**src/rtl/vc_link_scheduler.sv**
```systemverilog
// Round-robin virtual-channel scheduler onto one physical link.
// Per-VC credit counters gate eligibility; the output is a single register stage.
module vc_link_scheduler #(
  parameter int VC         = 4,
  parameter int DATA_WIDTH = 32,
  parameter int CREDITS    = 4,
  localparam int VC_W      = (VC > 1) ? $clog2(VC) : 1,
  localparam int CW        = $clog2(CREDITS + 1)
) (
  input  logic                     clk,
  input  logic                     rst,
  input  logic [VC*DATA_WIDTH-1:0] in_data,
  input  logic [VC-1:0]            in_valid,
  output logic [VC-1:0]            in_ready,
  output logic [DATA_WIDTH-1:0]    out_data,
  output logic                     out_valid,
  output logic [VC_W-1:0]          out_vc,
  input  logic                     out_ready,
  input  logic [VC-1:0]            credit_return,
  output logic                     credit_err
);

  logic [CW-1:0]   credit [VC];
  logic [VC_W-1:0] ptr;
  logic [VC-1:0]   elig;
  logic [VC_W-1:0] cand;
  logic [VC_W-1:0] gnt;
  logic            found;
  logic            loadable;
  logic            grant;

  always_comb begin
    for (int v = 0; v < VC; v++) begin
      elig[v] = in_valid[v] && (credit[v] != '0);
    end
  end

  // Search starts one past the last grant so every VC gets a turn.
  always_comb begin
    loadable = !out_valid || out_ready;
    found    = 1'b0;
    gnt      = '0;
    cand     = '0;
    for (int i = 1; i <= VC; i++) begin
      cand = VC_W'((int'(ptr) + i) % VC);
      if (!found && elig[cand]) begin
        found = 1'b1;
        gnt   = cand;
      end
    end
    grant    = loadable && found && !rst;
    in_ready = '0;
    if (grant) in_ready[gnt] = 1'b1;
  end

  always_ff @(posedge clk) begin
    if (rst) begin
      out_valid  <= 1'b0;
      out_data   <= '0;
      out_vc     <= '0;
      ptr        <= VC_W'(VC - 1);
      credit_err <= 1'b0;
      for (int v = 0; v < VC; v++) credit[v] <= CW'(CREDITS);
    end else begin
      if (loadable) begin
        if (grant) begin
          out_data  <= in_data[int'(gnt)*DATA_WIDTH +: DATA_WIDTH];
          out_vc    <= gnt;
          out_valid <= 1'b1;
          ptr       <= gnt;
        end else begin
          out_valid <= 1'b0;
        end
      end
      for (int v = 0; v < VC; v++) begin
        if (credit_return[v] && !(grant && gnt == VC_W'(v))) begin
          if (credit[v] == CW'(CREDITS)) credit_err <= 1'b1;
          else credit[v] <= credit[v] + 1'b1;
        end else if (!credit_return[v] && grant && gnt == VC_W'(v)) begin
          credit[v] <= credit[v] - 1'b1;
        end
      end
    end
  end

endmodule

```
**config.mk**
```make
export PLATFORM = sky130hd
export DESIGN_NAME = vc_link_scheduler
export DESIGN_NICKNAME = d
export VERILOG_FILES = /design/src/rtl/vc_link_scheduler.sv
export SDC_FILE = /design/constraint.sdc
export NUM_CORES = 1
export LEC_CHECK = 0
export CORE_MARGIN = 2
export CORE_UTILIZATION = 38
export CTS_BUF_LIST = sky130_fd_sc_hd__clkbuf_8 sky130_fd_sc_hd__clkbuf_16
export DETAILED_ROUTE_END_ITERATION = 10
export HOLD_SLACK_MARGIN = 0.03
export PLACE_DENSITY = 0.78
export SYNTH_ARGS = -nofsm -noshare
export SYNTH_HDL_FRONTEND = slang
export SYNTH_SLANG_ARGS = --single-unit
```
**constraint.sdc**
```tcl
create_clock -name clk -period 5.2 [get_ports clk]
set_clock_uncertainty 0.15 [all_clocks]
set_input_delay 1.56 -clock clk [delete_from_list [all_inputs] [get_ports clk]]
set_output_delay 1.56 -clock clk [all_outputs]
set_load 0.01 [all_outputs]
```
==> metrics.md, run 1 <==
| Metric | Value |
|---|---|
| PwrDens | 287 mW/mm2 |
| DP Worst Slack | -9.15 ps |
| Count of nets left with antenna violations after detail routing | 0 |
| Final worst path period need | about 5100 ps |
| Number of buffers inserted to repair setup after CTS | 0 |
| Number of placement rows | 34 |
| Area growth syn-to-layout | 59.7% |
| Sum of routed wire length over all layers | about 11 mm |
| Total clock buffers created by CTS | 5 |
| Final setup margin | 100 ps |
| Gr usage total | 0.228 |
| Clock share of power | 0.143 |
| # port buffers | 178 |
| Switching component of the power | 0.000567 W |
| Die height | 98.1 um |
| Fraction of layout instances using a drive strength above 1 | 0.106 |
| Antenna fix cells | 0 |
| Clk Tree Root Cell | sky130_fd_sc_hd__clkbuf_8 |
| Beginning of the worst register-to-register path | credit[3][0]$_DFFE_PP_ |
| Initial drt markers | 107 |
| Global-route track usage on met2 | 0.415 |
| Result of the run | finished clean |
| Cell types occupying the most area after synthesis | sky130_fd_sc_hd__dfxtp_1 23%, sky130_fd_sc_hd__nand2_1 15%, sky130_fd_sc_hd__edfxtp_1 11% |
| Part of the total power dissipated in combinational logic | 0.510 |
| Share of the synthesized area in the top cell type | 0.226 |
| TritonCTS clock tree | yes |
| Number of detailed-route iterations in the first pass | 5 |
| Initial antenna violation count | 0 |
| Net total in the final layout | 770 |
| Number of cells on the worst reg-to-reg path | 11 |
| Number of enable-type register cells in the synthesized netlist | 12 |
| Number of placed I/O pins | 179 |
| Sequential element share of the synthesized area | 0.333 |
| Residual DRC count | 0 |
| Total setup violations reported at the end of the flow | 0 |
| Via count of the first global-routing pass | 3,855 |
| Cell count after synthesis | 458 |
| Detailed placement HPWL | 8.50 mm |
| Wire length of the first global-routing pass | 18.0 mm |
| Vias after detailed routing | 3,890 |
| Share of async-settable or async-resettable flops after synthesis | 0 |
| Synthesized area divided by synthesized cell count | around 7.3 um2 |
| Most used DFF post-synth | sky130_fd_sc_hd__dfxtp_1 |
| Arr. time, crit path | 3390 ps |
| Floorplan core area | ~0.0086 mm2 |
| Clk Latency, worst-skew pair | around 300 ps |
| Unrepaired setup endpoints after global routing | false |
| Type of element capturing the critical path | output port |
| Most crowded layer after global routing | met2 |
| Internal power of the cells | 0.000974 W |
| Cell variety after synth | 53 |
| Area occupied by multi-input gates | 0.00206 mm2 |
| Worst Max-Slew Pin Slew | 630 ps |
| Wire length per cell after detailed routing | approximately 15 um |
| Maximum number of pins on one net before global-route repair | 67 |
| Number of max-slew violations in the final report | 0 |
| Aggregate global routing overflow | 0 |
| Hold violation total from the final report | 0 |
| Max capacitance violation total | 0 |
| Met1 track utilization from global routing | 0.259 |
| Library cell with the highest instance count after synthesis | sky130_fd_sc_hd__nand2_1 |
| Final worst-path cycle share | 0.981 |
| Worst min-delay path startpoint | out_vc[0]$_SDFFE_PP0P_ |
| Leakage power summed over all cells | approximately 2.3 nW |
| Syn. warnings | 0 |
| Top fanout value on the critical path | 5 |
| RD Place Congestion | 0.817 |
| Switching power share of the total | 0.368 |
| Reg area | approximately 0.0011 mm2 |
| H-tree levels | 2 |
| Utilization after layout | 0.622 |
| Clock-pin slew reported for the worst setup and hold paths after clock tree synthesis | 90 ps |
| Headroom to the max-slew limit | 0.580 |
| Maximum buffer depth of the clock tree | 2 |
| Maximum clock frequency | 0.196 GHz |
| Count of state elements after synthesis | 50 |
| Vias/cell | 5.31 |
| Worst hold path type | flop to flop |
| Sort of element at the start of the critical path | input pin |
| Data required time at the worst endpoint | 3490 ps |
| Mapped Nets | roughly 600 |
| Netlist area before placement | ~0.0034 mm2 |
| Die outline width | 98.1 um |
| CP Class | input pin to output port |
| Instance count along the most critical hold path | 2 |
| Grt met3 use | 0.0558 |
| Internal reg-to-reg setup slack | 1580 ps |
| Part of the power in registers | 0.347 |
| Clock tree sinks | 50 |
| Cell accounting for the most synthesized area | sky130_fd_sc_hd__dfxtp_1 |
| Filler Cell Count | 756 |
| Launching element of the worst setup path | in_valid[0] |
| Die area | 0.00962 mm2 |
| Effective utilization at floorplan | 0.389 |
| Worst VDD drop | 132 uV |
| Hold WS | 329 ps |
| Ranking of synthesized cells by instance count | 138 x sky130_fd_sc_hd__nand2_1, 71 x sky130_fd_sc_hd__nand3_1, 38 x sky130_fd_sc_hd__dfxtp_1, 34 x sky130_fd_sc_hd__and3_1, 26 x sky130_fd_sc_hd__a31o_2 |
-- stage by stage --
stage	total power, W	setup TNS (ps)	cell area (um2)	cells
2_1_floorplan	0.000971	0	3360	458
3_3_place_gp	0.00131	0	5270	726
3_5_place_dp	0.00133	-9.15	5270	726
4_1_cts	0.00155	0	5360	733
5_1_grt	0.00164	0	5370	733
6_report	0.00154	0	5370	733
-- layout by cell type (no fill, tap or decap), types with 2 or more instances in the layout --
| master | instances |
|---|---|
| sky130_fd_sc_hd__a31o_1 | 7 |
| sky130_fd_sc_hd__or3_1 | 2 |
| sky130_fd_sc_hd__edfxtp_1 | 12 |
| sky130_fd_sc_hd__dfxtp_1 | 38 |
| sky130_fd_sc_hd__clkbuf_8 | 5 |
| sky130_fd_sc_hd__nor2_1 | 8 |
| sky130_fd_sc_hd__ha_1 | 3 |
| sky130_fd_sc_hd__a31oi_1 | 3 |
| sky130_fd_sc_hd__a21o_1 | 2 |
| sky130_fd_sc_hd__clkdlybuf4s50_1 | 176 |
| sky130_fd_sc_hd__o21ai_0 | 3 |
| sky130_fd_sc_hd__mux2_2 | 2 |
| sky130_fd_sc_hd__buf_4 | 17 |
| sky130_fd_sc_hd__o22ai_1 | 2 |
| sky130_fd_sc_hd__dlymetal6s2s_1 | 2 |
| sky130_fd_sc_hd__o211ai_1 | 4 |
| sky130_fd_sc_hd__a21oi_1 | 6 |
| sky130_fd_sc_hd__nor3_1 | 3 |
| sky130_fd_sc_hd__nand2b_1 | 3 |
| sky130_fd_sc_hd__nand4_1 | 2 |
| sky130_fd_sc_hd__o31a_1 | 3 |
| sky130_fd_sc_hd__fa_1 | 3 |
| sky130_fd_sc_hd__inv_1 | 17 |
| sky130_fd_sc_hd__a31o_2 | 26 |
| sky130_fd_sc_hd__nand3_1 | 71 |
| sky130_fd_sc_hd__clkinv_2 | 2 |
| sky130_fd_sc_hd__nor2b_1 | 3 |
| sky130_fd_sc_hd__nand2_1 | 138 |
| sky130_fd_sc_hd__and3_1 | 34 |
-- flip-flops by register name, summed over array words and instances, names as in the netlist --
| name | count |
|---|---|
| out_data | 32 |
| credit_err | 1 |
| out_vc | 2 |
| credit | 12 |
| out_valid | 1 |
| ptr | 2 |
-- power by group through the flow --
stage | logic (W) | clock network [W] | registers [W]
2_1_floorplan | 0.000406 | 0 | 0.000565
3_3_place_gp | 0.000770 | 0 | 0.000540
3_5_place_dp | 0.000785 | 0 | 0.000542
4_1_cts | 0.000791 | 0.000225 | 0.000534
5_1_grt | 0.000861 | 0.000238 | 0.000544
6_report | 0.000787 | 0.000220 | 0.000535
-- layout make-up --
| class | instances | share of cell area |
|---|---|---|
| Sequential cell | 50 | 0.209 |
| Multi-Input combinational cell | 356 | 0.383 |
| Inverter | 17 | 0.0119 |
| Clock buffer | 5 | 0.0128 |
| Tap cell | 108 | 0.0252 |
| Clock inverter | 2 | 0.00186 |
| Timing Repair Buffer | 195 | 0.356 |
-- repair_timing --
action | in CTS | in global routing
pin swaps | 0 | 2
hold buffers | 0 | 0
gates resized for setup | 1 | 3
setup endpoints to repair | 1 | 1
-- critical path, stage by stage --
cell	delay, ps
sky130_fd_sc_hd__clkdlybuf4s50_1	430
sky130_fd_sc_hd__o31ai_2	120
sky130_fd_sc_hd__nand2_1	210
sky130_fd_sc_hd__a211oi_4	310
sky130_fd_sc_hd__and3_1	210
sky130_fd_sc_hd__clkdlybuf4s50_1	540
-- logic make-up after synthesis --
family | after synthesis | synth area share
DFF | 50 | 0.333
buffers and inverters | 52 | 0.0640
muxes | 3 | 0.00968
adders and majority gates | 6 | 0.0290
AOI/OAI and AO/OA | 74 | 0.189
xor gates and xnor gates | 2 | 0.00521
and+or+nand+nor | 271 | 0.370
-- routing by layer --
layer | routed length (um) | vias to the layer above
met5 | 0 | -
met4 | 275 | 0
met3 | 805 | 20
met2 | 5710 | 149
met1 | 4480 | 1788
li1 | - | 1933
-- path summary, 6_finish.rpt --
| path | to |
|---|---|
| max reg2reg | credit[0][2]$_SDFFCE_PN1P_ |
| min reg2reg | out_vc[0]$_SDFFE_PP0P_ |
| min | out_vc[0]$_SDFFE_PP0P_ |
| max | in_ready[2] |
Note: power is estimated with default switching activity, not from simulation.
==> run 2: changes to the inputs <==
--- a/config.mk
+++ b/config.mk
@@ -7,7 +7,6 @@
 export LEC_CHECK = 0
 export CORE_MARGIN = 2
 export CORE_UTILIZATION = 38
-export CTS_BUF_LIST = sky130_fd_sc_hd__clkbuf_8 sky130_fd_sc_hd__clkbuf_16
 export DETAILED_ROUTE_END_ITERATION = 10
 export HOLD_SLACK_MARGIN = 0.03
 export PLACE_DENSITY = 0.78
==> results of run 2 <==
Same layout as run 1: the final DEF is identical, and so are final timing and power.
